===== src/rtl/ps2_pkg.sv =====
// Shared types, constants and byte classifiers for the PS/2 scan-code receiver.
package ps2_pkg;

    typedef enum logic [1:0] {
        IDLE   = 2'd0,
        DATA   = 2'd1,
        PARITY = 2'd2,
        STOP   = 2'd3
    } frame_state_t;

    typedef enum logic [2:0] {
        P_IDLE = 3'd0,
        P_E0   = 3'd1,
        P_F0   = 3'd2,
        P_E0F0 = 3'd3,
        P_E1   = 3'd4
    } prefix_state_t;

    localparam logic [7:0]  PS2_E0      = 8'hE0;
    localparam logic [7:0]  PS2_F0      = 8'hF0;
    localparam logic [7:0]  PS2_E1      = 8'hE1;
    localparam logic [15:0] PS2_PAUSE   = 16'hE177;
    localparam logic [2:0]  PS2_E1_SKIP = 3'd7;

    // Device responses (BAT ok, echo, ack, failures, resend) that carry no key event.
    function automatic logic is_silent_drop(input logic [7:0] b);
        case (b)
            8'hAA, 8'hEE, 8'hFA, 8'hFC, 8'hFD, 8'hFE: is_silent_drop = 1'b1;
            default:                                  is_silent_drop = 1'b0;
        endcase
    endfunction

    // Buffer overrun / key detection error codes from the keyboard.
    function automatic logic is_err_byte(input logic [7:0] b);
        case (b)
            8'h00, 8'hFF: is_err_byte = 1'b1;
            default:      is_err_byte = 1'b0;
        endcase
    endfunction

    // Odd parity over data plus parity bit: total count of ones must be odd.
    function automatic logic odd_parity_ok(input logic [7:0] d, input logic p);
        odd_parity_ok = ^{d, p};
    endfunction

endpackage


===== src/rtl/ps2_frame_rx.sv =====
// PS/2 frame receiver: line synchroniser, clock glitch filter, frame FSM and
// inactivity timeout. Produces one byte per good frame or an error pulse.
module ps2_frame_rx
    import ps2_pkg::*;
#(
    parameter int FILT_LEN    = 8,
    parameter int TIMEOUT_CYC = 100000
)(
    input  logic       i_clk,
    input  logic       i_rst,
    input  logic       i_ps2_clk,
    input  logic       i_ps2_dat,
    output logic [7:0] o_byte,
    output logic       o_byte_vld,
    output logic       o_frame_err
);

    localparam int FW = (FILT_LEN > 1) ? $clog2(FILT_LEN) : 1;
    localparam int TW = $clog2(TIMEOUT_CYC + 1);

    logic          r_clk_s1, r_clk_s2, r_dat_s1, r_dat_s2;
    logic [FW-1:0] r_filt_cnt;
    logic          r_filt_clk, r_filt_clk_d;
    logic          w_fall;
    frame_state_t  r_state, w_state_nxt;
    logic [2:0]    r_bit_cnt;
    logic [7:0]    r_shift;
    logic          r_par_ok;
    logic [TW-1:0] r_to_cnt;
    logic          w_timeout, w_good, w_bad;

    // Two-flop synchronisers on both raw lines, idling high.
    always_ff @(posedge i_clk) begin
        if (i_rst) begin
            r_clk_s1 <= 1'b1;
            r_clk_s2 <= 1'b1;
            r_dat_s1 <= 1'b1;
            r_dat_s2 <= 1'b1;
        end else begin
            r_clk_s1 <= i_ps2_clk;
            r_clk_s2 <= r_clk_s1;
            r_dat_s1 <= i_ps2_dat;
            r_dat_s2 <= r_dat_s1;
        end
    end

    // Glitch filter: follow the synchronised clock only after FILT_LEN differing samples in a row.
    always_ff @(posedge i_clk) begin
        if (i_rst) begin
            r_filt_cnt   <= '0;
            r_filt_clk   <= 1'b1;
            r_filt_clk_d <= 1'b1;
        end else begin
            r_filt_clk_d <= r_filt_clk;
            if (r_clk_s2 != r_filt_clk) begin
                if (r_filt_cnt == FW'(FILT_LEN - 1)) begin
                    r_filt_clk <= r_clk_s2;
                    r_filt_cnt <= '0;
                end else begin
                    r_filt_cnt <= r_filt_cnt + FW'(1);
                end
            end else begin
                r_filt_cnt <= '0;
            end
        end
    end

    assign w_fall    = r_filt_clk_d & ~r_filt_clk;
    // An edge in the terminal cycle keeps the frame alive.
    assign w_timeout = (r_state != IDLE) && !w_fall && (r_to_cnt == TW'(TIMEOUT_CYC - 1));

    // Frame FSM state register.
    always_ff @(posedge i_clk) begin
        if (i_rst) begin
            r_state <= IDLE;
        end else begin
            r_state <= w_state_nxt;
        end
    end

    // Frame FSM next-state logic; a high start bit is simply ignored.
    always_comb begin
        w_state_nxt = r_state;
        if (w_timeout) begin
            w_state_nxt = IDLE;
        end else if (w_fall) begin
            case (r_state)
                IDLE: begin
                    if (r_dat_s2 == 1'b0) begin
                        w_state_nxt = DATA;
                    end else begin
                        w_state_nxt = IDLE;
                    end
                end
                DATA: begin
                    if (r_bit_cnt == 3'd7) begin
                        w_state_nxt = PARITY;
                    end else begin
                        w_state_nxt = DATA;
                    end
                end
                PARITY:  w_state_nxt = STOP;
                STOP:    w_state_nxt = IDLE;
                default: w_state_nxt = IDLE;
            endcase
        end else begin
            w_state_nxt = r_state;
        end
    end

    // Frame FSM outputs: judge the frame on the stop-bit edge.
    always_comb begin
        w_good = 1'b0;
        w_bad  = 1'b0;
        if (w_timeout) begin
            w_bad = 1'b1;
        end else if (w_fall && (r_state == STOP)) begin
            w_good = r_dat_s2 & r_par_ok;
            w_bad  = ~(r_dat_s2 & r_par_ok);
        end else begin
            w_good = 1'b0;
            w_bad  = 1'b0;
        end
    end

    // Datapath: bit shifting, parity capture, timeout counter and registered results.
    always_ff @(posedge i_clk) begin
        if (i_rst) begin
            r_bit_cnt   <= 3'd0;
            r_shift     <= 8'h00;
            r_par_ok    <= 1'b0;
            r_to_cnt    <= '0;
            o_byte      <= 8'h00;
            o_byte_vld  <= 1'b0;
            o_frame_err <= 1'b0;
        end else begin
            o_byte_vld  <= w_good;
            o_frame_err <= w_bad;
            if (w_good) begin
                o_byte <= r_shift;
            end else begin
                o_byte <= o_byte;
            end
            if ((r_state == IDLE) || w_fall || w_timeout) begin
                r_to_cnt <= '0;
            end else begin
                r_to_cnt <= r_to_cnt + TW'(1);
            end
            if (w_fall) begin
                case (r_state)
                    IDLE: r_bit_cnt <= 3'd0;
                    DATA: begin
                        r_shift   <= {r_dat_s2, r_shift[7:1]};
                        r_bit_cnt <= r_bit_cnt + 3'd1;
                    end
                    PARITY:  r_par_ok <= odd_parity_ok(r_shift, r_dat_s2);
                    default: r_bit_cnt <= r_bit_cnt;
                endcase
            end
        end
    end

endmodule


===== src/rtl/ps2_scancode_rx.sv =====
// PS/2 scan-code receiver: collapses E0/F0/E1 prefix bytes into one 16-bit
// key code plus break flag per key event.
module ps2_scancode_rx
    import ps2_pkg::*;
#(
    parameter int FILT_LEN    = 8,
    parameter int TIMEOUT_CYC = 100000
)(
    input  logic        i_clk,
    input  logic        i_rst,
    input  logic        i_ps2_clk,
    input  logic        i_ps2_dat,
    output logic [15:0] o_key,
    output logic        o_brk,
    output logic        o_vld,
    output logic        o_err
);

    logic [7:0]    w_byte;
    logic          w_byte_vld, w_frame_err;
    prefix_state_t r_pstate, w_pstate_nxt;
    logic [2:0]    r_skip, w_skip_nxt;
    logic          w_emit, w_emit_brk, w_drop_err;
    logic [15:0]   w_emit_key;

    ps2_frame_rx #(
        .FILT_LEN    (FILT_LEN),
        .TIMEOUT_CYC (TIMEOUT_CYC)
    ) u_frame (
        .i_clk       (i_clk),
        .i_rst       (i_rst),
        .i_ps2_clk   (i_ps2_clk),
        .i_ps2_dat   (i_ps2_dat),
        .o_byte      (w_byte),
        .o_byte_vld  (w_byte_vld),
        .o_frame_err (w_frame_err)
    );

    // Prefix FSM state register, including the pause-sequence skip counter.
    always_ff @(posedge i_clk) begin
        if (i_rst) begin
            r_pstate <= P_IDLE;
            r_skip   <= 3'd0;
        end else begin
            r_pstate <= w_pstate_nxt;
            r_skip   <= w_skip_nxt;
        end
    end

    // Prefix FSM next-state logic; a frame error abandons any partial sequence.
    always_comb begin
        w_pstate_nxt = r_pstate;
        w_skip_nxt   = r_skip;
        if (w_frame_err) begin
            w_pstate_nxt = P_IDLE;
            w_skip_nxt   = 3'd0;
        end else if (w_byte_vld) begin
            case (r_pstate)
                P_IDLE: begin
                    if (w_byte == PS2_E0) begin
                        w_pstate_nxt = P_E0;
                    end else if (w_byte == PS2_F0) begin
                        w_pstate_nxt = P_F0;
                    end else if (w_byte == PS2_E1) begin
                        w_pstate_nxt = P_E1;
                        w_skip_nxt   = PS2_E1_SKIP;
                    end else begin
                        w_pstate_nxt = P_IDLE;
                    end
                end
                P_E0: begin
                    if (w_byte == PS2_F0) begin
                        w_pstate_nxt = P_E0F0;
                    end else begin
                        w_pstate_nxt = P_IDLE;
                    end
                end
                P_F0, P_E0F0: w_pstate_nxt = P_IDLE;
                P_E1: begin
                    if (r_skip == 3'd1) begin
                        w_pstate_nxt = P_IDLE;
                        w_skip_nxt   = 3'd0;
                    end else begin
                        w_skip_nxt   = r_skip - 3'd1;
                    end
                end
                default: w_pstate_nxt = P_IDLE;
            endcase
        end else begin
            w_pstate_nxt = r_pstate;
        end
    end

    // Prefix FSM outputs: decide whether this byte completes a key event.
    always_comb begin
        w_emit     = 1'b0;
        w_emit_key = 16'h0000;
        w_emit_brk = 1'b0;
        w_drop_err = 1'b0;
        if (w_byte_vld && !w_frame_err) begin
            case (r_pstate)
                P_IDLE: begin
                    if ((w_byte == PS2_E0) || (w_byte == PS2_F0) || (w_byte == PS2_E1)) begin
                        w_emit = 1'b0;
                    end else if (is_err_byte(w_byte)) begin
                        w_drop_err = 1'b1;
                    end else if (is_silent_drop(w_byte)) begin
                        w_emit = 1'b0;
                    end else begin
                        w_emit     = 1'b1;
                        w_emit_key = {8'h00, w_byte};
                    end
                end
                P_E0: begin
                    if (w_byte == PS2_F0) begin
                        w_emit = 1'b0;
                    end else begin
                        w_emit     = 1'b1;
                        w_emit_key = {PS2_E0, w_byte};
                    end
                end
                P_F0: begin
                    w_emit     = 1'b1;
                    w_emit_key = {8'h00, w_byte};
                    w_emit_brk = 1'b1;
                end
                P_E0F0: begin
                    w_emit     = 1'b1;
                    w_emit_key = {PS2_E0, w_byte};
                    w_emit_brk = 1'b1;
                end
                P_E1: begin
                    if (r_skip == 3'd1) begin
                        w_emit     = 1'b1;
                        w_emit_key = PS2_PAUSE;
                    end else begin
                        w_emit = 1'b0;
                    end
                end
                default: w_emit = 1'b0;
            endcase
        end else begin
            w_emit = 1'b0;
        end
    end

    // Output registers: key/break hold between events, valid and error are single-cycle pulses.
    always_ff @(posedge i_clk) begin
        if (i_rst) begin
            o_key <= 16'h0000;
            o_brk <= 1'b0;
            o_vld <= 1'b0;
            o_err <= 1'b0;
        end else begin
            o_vld <= w_emit;
            o_err <= w_frame_err | w_drop_err;
            if (w_emit) begin
                o_key <= w_emit_key;
                o_brk <= w_emit_brk;
            end else begin
                o_key <= o_key;
                o_brk <= o_brk;
            end
        end
    end

endmodule


===== config.mk =====
export PLATFORM = sky130hd
export DESIGN_NAME = ps2_scancode_rx
export DESIGN_NICKNAME = d
export VERILOG_FILES = /design/src/rtl/ps2_pkg.sv /design/src/rtl/ps2_frame_rx.sv /design/src/rtl/ps2_scancode_rx.sv
export SDC_FILE = /design/constraint.sdc
export NUM_CORES = 1
export LEC_CHECK = 0
export CAP_MARGIN = 10
export CORE_UTILIZATION = 50
export CTS_CLUSTER_SIZE = 28
export DETAILED_ROUTE_END_ITERATION = 16
export PLACE_DENSITY_LB_ADDON = 0.12
export SETUP_SLACK_MARGIN = 0.2
export SLEW_MARGIN = 20
export SYNTH_ARGS = -nofsm -noshare
export SYNTH_HDL_FRONTEND = slang
export SYNTH_SLANG_ARGS = --single-unit

===== constraint.sdc =====
create_clock -name i_clk -period 3.26 [get_ports i_clk]
set_clock_uncertainty 0.05 [all_clocks]
set_input_delay 0.652 -clock i_clk [delete_from_list [all_inputs] [get_ports i_clk]]
set_output_delay 0.652 -clock i_clk [all_outputs]
set_load 0.005 [all_outputs]

==> summary.txt, run 1 <==
Yosys
  – Post-Syn Area per Cell: 8.94 µm²
  – YS warnings: 0
  – Synthesized area: around 3000 µm²
  – Mapped Cells: ~350
  – Post-synth EDFFs: 0
  – Async SR Flop Fraction: 0
  – Yosys reg bits: 69
  – Ys flop type: dfxtp_1
  – Yosys cell types: 47
  – Sequential fraction of the synthesis area: 0.448

Setup path
  – CP startpoint kind: register
  – CP peak stage delay: slightly below 0.6 ns
  – Crit Path Category: reg2reg
  – Crit-path slowest cell: or4b_4
  – CP Capture Type: register
  – Critical path data arrival time: around 2.7 ns
  – Required @ worst endpoint: 3.50 ns
  – Critical-path cell list: nor4_1, o41a_1, or4b_4, o211ai_4, o221a_1
  – R2r worst-path depth: 5
  – Worst-path fanout max: 10

Detailed routing
  – Number of remaining DRC errors: 0
  – Starting DRC count in detailed routing: about 120
  – Routed len/inst: about 13 µm
  – Via/cell ratio: about 5.4
  – Pre-antenna DRT Iters: 4
  – DRT Wirelength: a little under 6000 µm
  – Via count: about 2400
  – Final ANT Viol Nets: 0

Pwr
  – Comb power frac: 0.015
  – PD cells: approximately 440 nW/µm²
  – Leakage power: around 1.2 nW
  – Internal: between 1 and 1.5 mW
  – Sw Ratio: 0.237
  – Clock network fraction of total power: 0.425
  – IR drop worst, VDD: between 0.0003 and 0.0004 V
  – Switch Pwr: 0.358 mW
  – Reg power frac: 0.560

STA
  – Worst hold margin: roughly 0.36 ns
  – Worst slew pin tran: 0.666 ns
  – FMAX: about 0.42 GHz
  – Hold Vio Cnt, Final: 0
  – Final worst path period need: ~2.4 ns
  – Unrepaired setup endpoints after global routing: no
  – Setup tns final: 0 ns
  – Tcrit/Tclk final: 0.738
  – Final setup viols: 0
  – Max_slew headroom: 0.556
  – Max-slew violation count: 0

Clocking
  – CTS clock-pin slew for the worst setup and hold paths: around 0.09 ns
  – Clock buffer depth: 2
  – Clk sink count: just under 70
  – CTS buffer count: 9
  – TritonCTS clock tree: built
  – Setup Fix Bufs, Post-CTS: 0
  – PostCTS Resize Cnt: 0
  – Number of H-tree levels: 3
  – Hold Buf Count CTS: 0
  – Skew-Pair Late Insertion Delay: ~0.35 ns
  – CTS root buf: clkbuf_8

Floorplan
  – DIE AREA: between 6000 and 7000 µm²
  – Die height: between 80 and 90 µm
  – IO Count: 23
  – Core region area: around 6000 µm²
  – Initial Util: 0.521
  – Horiz. Die Dim: around 81 µm
  – Rows: 28

Layout
  – Commonest cells after routing, fill and taps aside: 69 x dfxtp_1, 43 x nor2_1, 39 x nand2_1
  – Fin util: 0.585
  – Most common cell after layout, fill and taps aside: dfxtp_1
  – Area Overhead vs Synth: 12.4%
  – Multi-input logic area: around 1600 µm²
  – Post-Layout Inst Area: 3460 µm²
  – Final std cells w/o fill: 440
  – Layout cells sized above 1: 0.0822
  – Ant. Diodes: 0
  – Fillers: 540
  – FF+latch area: 1380 µm²
  – Nets: 371

GRT
  – First-pass GRT wire length: ~10000 µm
  – Largest net degree at the start of global routing: 27
  – Initial antenna violation count: 0
  – GR Util All Layers: 0.203
  – Vias in the first global route: around 2100
  – Total grt overflow: 0

Outcome
  – Status: finished clean

Hold path
  – Worst hold stages: 1
  – Hold Path Class: reg2reg

Placement
  – Placed cells: between 400 and 500
  – Number of port buffers: 18
  – Routability congestion estimate: between 0.7 and 0.8
  – Dpl cell area: 3280 µm²
  – Hpwl dp: just over 4000 µm

Run
  – Maxcap violations: 0
cell type report:
class | count | area share
Multi-Input combinational cell | 252 | 0.455
Sequential cell | 69 | 0.399
Timing Repair Buffer | 21 | 0.0585
Clock buffer | 10 | 0.0397
Tap cell | 75 | 0.0271
Clock inverter | 6 | 0.0134
Inverter | 7 | 0.00758
kinds of logic after synthesis:
group,count (synthesis),share of synthesized area
AO/OA/AOI/OAI,60,0.137
other,1,0.00122
adder cells (fa/ha/maj),7,0.0284
multiplexers,11,0.0357
XOR/XNOR,24,0.0726
AND/OR/NAND/NOR,146,0.231
flip-flops,69,0.448
buffers and inverters,27,0.0455
power by group through the flow:
stage          sequential (mW)  combinational [mW]  clock (mW)
2_1_floorplan            0.866              0.0192           0
3_3_place_gp             0.866              0.0234           0
3_5_place_dp             0.866              0.0236           0
4_1_cts                  0.846              0.0236       0.658
5_1_grt                  0.847              0.0264       0.701
6_report                 0.847              0.0234       0.643
metrics by stage:
| stage | worst slack (ns) | total power [mW] |
|---|---|---|
| CTS | 0.859 | 1.53 |
| detailed placement | 0.880 | 0.890 |
| global route | 0.727 | 1.57 |
| floorplan | 1.09 | 0.885 |
| global placement | 0.898 | 0.890 |
| finish | 0.855 | 1.51 |
worst max-delay path, delay by kind of cell (launching register included):
kind | cells | cell delay [ns]
compound gates | 3 | 1.02
flops | 1 | 0.54
simple gates | 2 | 0.74
synth_stat cells (all sizes together) (2+ instances only):
cell	number	area share
dfxtp	69	0.45
nor2	43	0.052
nand2	39	0.047
a21oi	21	0.034
nand3	13	0.021
xor2	12	0.034
clkbuf	11	0.013
mux2i	11	0.036
xnor2	11	0.031
buf	9	0.024
nor3	9	0.015
o211ai	9	0.026
o21ai	9	0.015
ha	7	0.028
inv	7	0.0085
nand4	7	0.014
nor4	7	0.014
or2	6	0.012
a2bb2oi	5	0.014
and2	4	0.0081
nor2b	4	0.0081
o221a	4	0.015
a41oi	2	0.0057
and3	2	0.0041
and4	2	0.0057
and4b	2	0.0065
nand3b	2	0.0049
nor4bb	2	0.0065
o21a	2	0.0049
layer usage:
layer / global-route usage / up-vias / routed length, µm
met4: 0.0857 / 0 / 50
met2: 0.294 / 33 / 2610
li1: - / 1231 / -
met5: 0 / - / 0
met1: 0.278 / 1123 / 3010
met3: 0.0580 / 5 / 183
registers in the layout (all words and copies together) (netlist names), 3 cells and up, named ones only:
| register | cells |
|---|---|
| u_frame.r_to_cnt | 17 |
| o_key | 10 |
| u_frame.o_byte | 8 |
| u_frame.r_shift | 8 |
| r_pstate | 3 |
| r_skip | 3 |
| u_frame.r_bit_cnt | 3 |
| u_frame.r_filt_cnt | 3 |
final timing paths:
check | start | endpoint | slack (ns)
min reg2reg | u_frame.r_dat_s1$_SDFF_PP1_ | u_frame.r_dat_s2$_SDFF_PP1_ | 0.36
max reg2reg | u_frame.o_byte[4]$_SDFFE_PP0P_ | o_key[5]$_SDFFE_PP0P_ | 0.85
min | u_frame.r_dat_s1$_SDFF_PP1_ | u_frame.r_dat_s2$_SDFF_PP1_ | 0.36
max | u_frame.o_byte[4]$_SDFFE_PP0P_ | o_key[5]$_SDFFE_PP0P_ | 0.85
(Power assumes the default switching activity.)
==> run 2: changes to the inputs <==
- clock period: 3.26 -> 2.1 ns (I/O delays scaled with it)
==> run 2 against run 1 <==
The run now ends with negative setup slack left. Clock power increased by 91%. Sequential power is 55% higher. Sequential share of layout area decreased by 3.4 points. Worst setup slack lost 0.88 ns. First-iteration DRC count fell by 9.8%. Routed wire length is 5.5% higher. Sequential cell count stayed put. Power up 71%. Critical path depth rose by 1. Register-to-register slack worse by 0.88 ns. Combinational power rose by 83%. Critical endpoint is now o_brk$_SDFFE_PP0P_. Largest cell class unchanged.
==> summary.txt, run 2 (synthesis results as in run 1) <==
Outcome
  – Status: complete, but fails checks
  – Failing checks: negative setup slack

Placement
  – Number of port buffers: 18
  – Routability congestion estimate: around 0.83
  – Dpl cell area: 3530 µm²
  – Hpwl dp: between 4000 and 5000 µm

Detailed routing
  – DRT Wirelength: between 6000 and 7000 µm
  – Via count: 2525
  – Via/cell ratio: roughly 5.3
  – Routed len/inst: between 10 and 15 µm
  – Pre-antenna DRT Iters: 4
  – Number of remaining DRC errors: 0
  – Starting DRC count in detailed routing: 111
  – Final ANT Viol Nets: 0

Setup path
  – Required @ worst endpoint: around 2.3 ns
  – CP peak stage delay: roughly 0.53 ns
  – Worst-path fanout max: 5
  – Reg2reg start: u_frame.o_byte[4]$_SDFFE_PP0P_
  – Critical-path cell list: and4b_1, o41a_1, or4b_4, o211ai_4, buf_6, mux2i_1
  – Critical path data arrival time: around 2.4 ns
  – Worst setup path startpoint: u_frame.o_byte[4]$_SDFFE_PP0P_
  – Crit Path Category: reg2reg
  – CP Capture Type: register
  – CP startpoint kind: register
  – Crit-path slowest cell: or4b_4

Layout
  – Ant. Diodes: 0
  – Fillers: between 400 and 500
  – Fin util: 0.647
  – Largest registers: u_frame.r_to_cnt (17), o_key (10)
  – Max reg flops: 17
  – Biggest register: u_frame.r_to_cnt
  – Most common cell after layout, fill and taps aside: dfxtp_1
  – Post-Layout Inst Area: between 3000 and 4000 µm²
  – Commonest cells after routing, fill and taps aside: 64 x dfxtp_1, 43 x nor2_1, 39 x nand2_1
  – Area Overhead vs Synth: 24.2%
  – Layout cells sized above 1: 0.190
  – Nets: approximately 410

GRT
  – First-pass GRT wire length: roughly 11000 µm
  – GR peak layer: met2
  – M2 GR Usage: 0.326
  – M3 GR Usage: 0.0409
  – Vias in the first global route: ~2400
  – Total grt overflow: 0
  – Met1 Use GR: 0.291
  – Largest net degree at the start of global routing: 21
  – Initial antenna violation count: 0
  – GR Util All Layers: 0.212

Hold path
  – Hold Path Class: reg2reg
  – Hold Crit Start: u_frame.r_clk_s1$_SDFF_PP1_

Floorplan
  – Rows: 28
  – Initial Util: 0.521
  – Horiz. Die Dim: 80.5 µm
  – IO Count: 23
  – Core region area: approximately 5900 µm²
  – DIE AREA: between 6000 and 7000 µm²
  – Die height: 80.5 µm

STA
  – Unrepaired setup endpoints after global routing: yes
  – Max-slew violation count: 0
  – Slack of the critical path: -0.0283 ns
  – FMAX: around 0.47 GHz
  – Hold Vio Cnt, Final: 0
  – Tcrit/Tclk final: 1.01
  – Final worst path period need: roughly 2.1 ns
  – Final setup viols: 7

Clocking
  – Clk sink count: around 70
  – Skew-Pair Late Insertion Delay: about 0.34 ns
  – Hold Buf Count CTS: 0
  – CTS root buf: clkbuf_8
  – CTS buffer count: 9
  – CTS clock-pin slew for the worst setup and hold paths: about 0.08 ns
  – TritonCTS clock tree: built
  – Number of H-tree levels: 3
  – Clock buffer depth: 2

Pwr
  – Leakage power: around 1.4 nW
  – IR drop worst, VDD: between 0.0005 and 0.0006 V
  – PD cells: approximately 670 nW/µm²
  – Power, Total: 2.58 mW

Run
  – Maxcap violations: 0
-- run 2: changes by cell type in the layout (fill, tap and decap cells not counted), sizes merged --
cell,before,now
bufinv,0,2
clkinvlp,2,0
buf,3,39
inv,8,10
clkinv,3,1
-- run 2: timing repair --
item,CTS,global route
setup buffers,2,0
resized for setup,10,6
pin swaps,1,5
endpoints found under the setup margin,12,14
-- run 2: final timing paths --
kind / endpoint / slack, ns / cells past startpoint
setup / recovery: o_brk$_SDFFE_PP0P_ / -0.03 / 6
hold / removal: u_frame.r_clk_s2$_SDFF_PP1_ / 0.37 / 1
setup reg to reg: o_brk$_SDFFE_PP0P_ / -0.03 / 6
hold reg to reg: u_frame.r_clk_s2$_SDFF_PP1_ / 0.37 / 1
-- run 2: routing by layer --
metal	wire length (µm)	share of wire
met1	3170	0.51
met2	2760	0.45
met4	95	0.015
met3	147	0.024
met5	0	0
-- run 2: layout make-up --
type	count	area, µm²	share of cell area
Clock buffer	10	138	0.0359
Clock inverter	6	91.3	0.0239
Inverter	7	26.3	0.00686
Multi-Input combinational cell	252	1600	0.419
Sequential cell	69	1400	0.364
Tap cell	75	93.8	0.0245
Timing Repair Buffer	57	480	0.125
-- run 2: report_power, final --
| group | internal (mW) | switching, mW | leakage, nW |
|---|---|---|---|
| clock network | 0.712 | 0.518 | 0.118 |
| logic | 0.0176 | 0.0252 | 0.719 |
| registers | 1.31 | 0.00179 | 0.560 |
-- run 2: critical path: cells and delay by family, from the launching register on --
kind,cells,cell delay (ns)
simple gates,2,0.72
compound gates,2,0.59
flops,1,0.36
mux,1,0.17
buf+inv,1,0.15
-- run 2: stage by stage --
stage	setup slack (ns)	hold WS, ns	cells	setup TNS (ns)
3_3_place_gp	-0.0369	0.347	458	-0.143
3_5_place_dp	-0.0888	0.352	458	-0.459
2_1_floorplan	-0.0282	0.339	348	-0.113
6_report	-0.0283	0.367	476	-0.0903
5_1_grt	-0.0968	0.391	476	-0.736
4_1_cts	-0.0396	0.371	476	-0.135
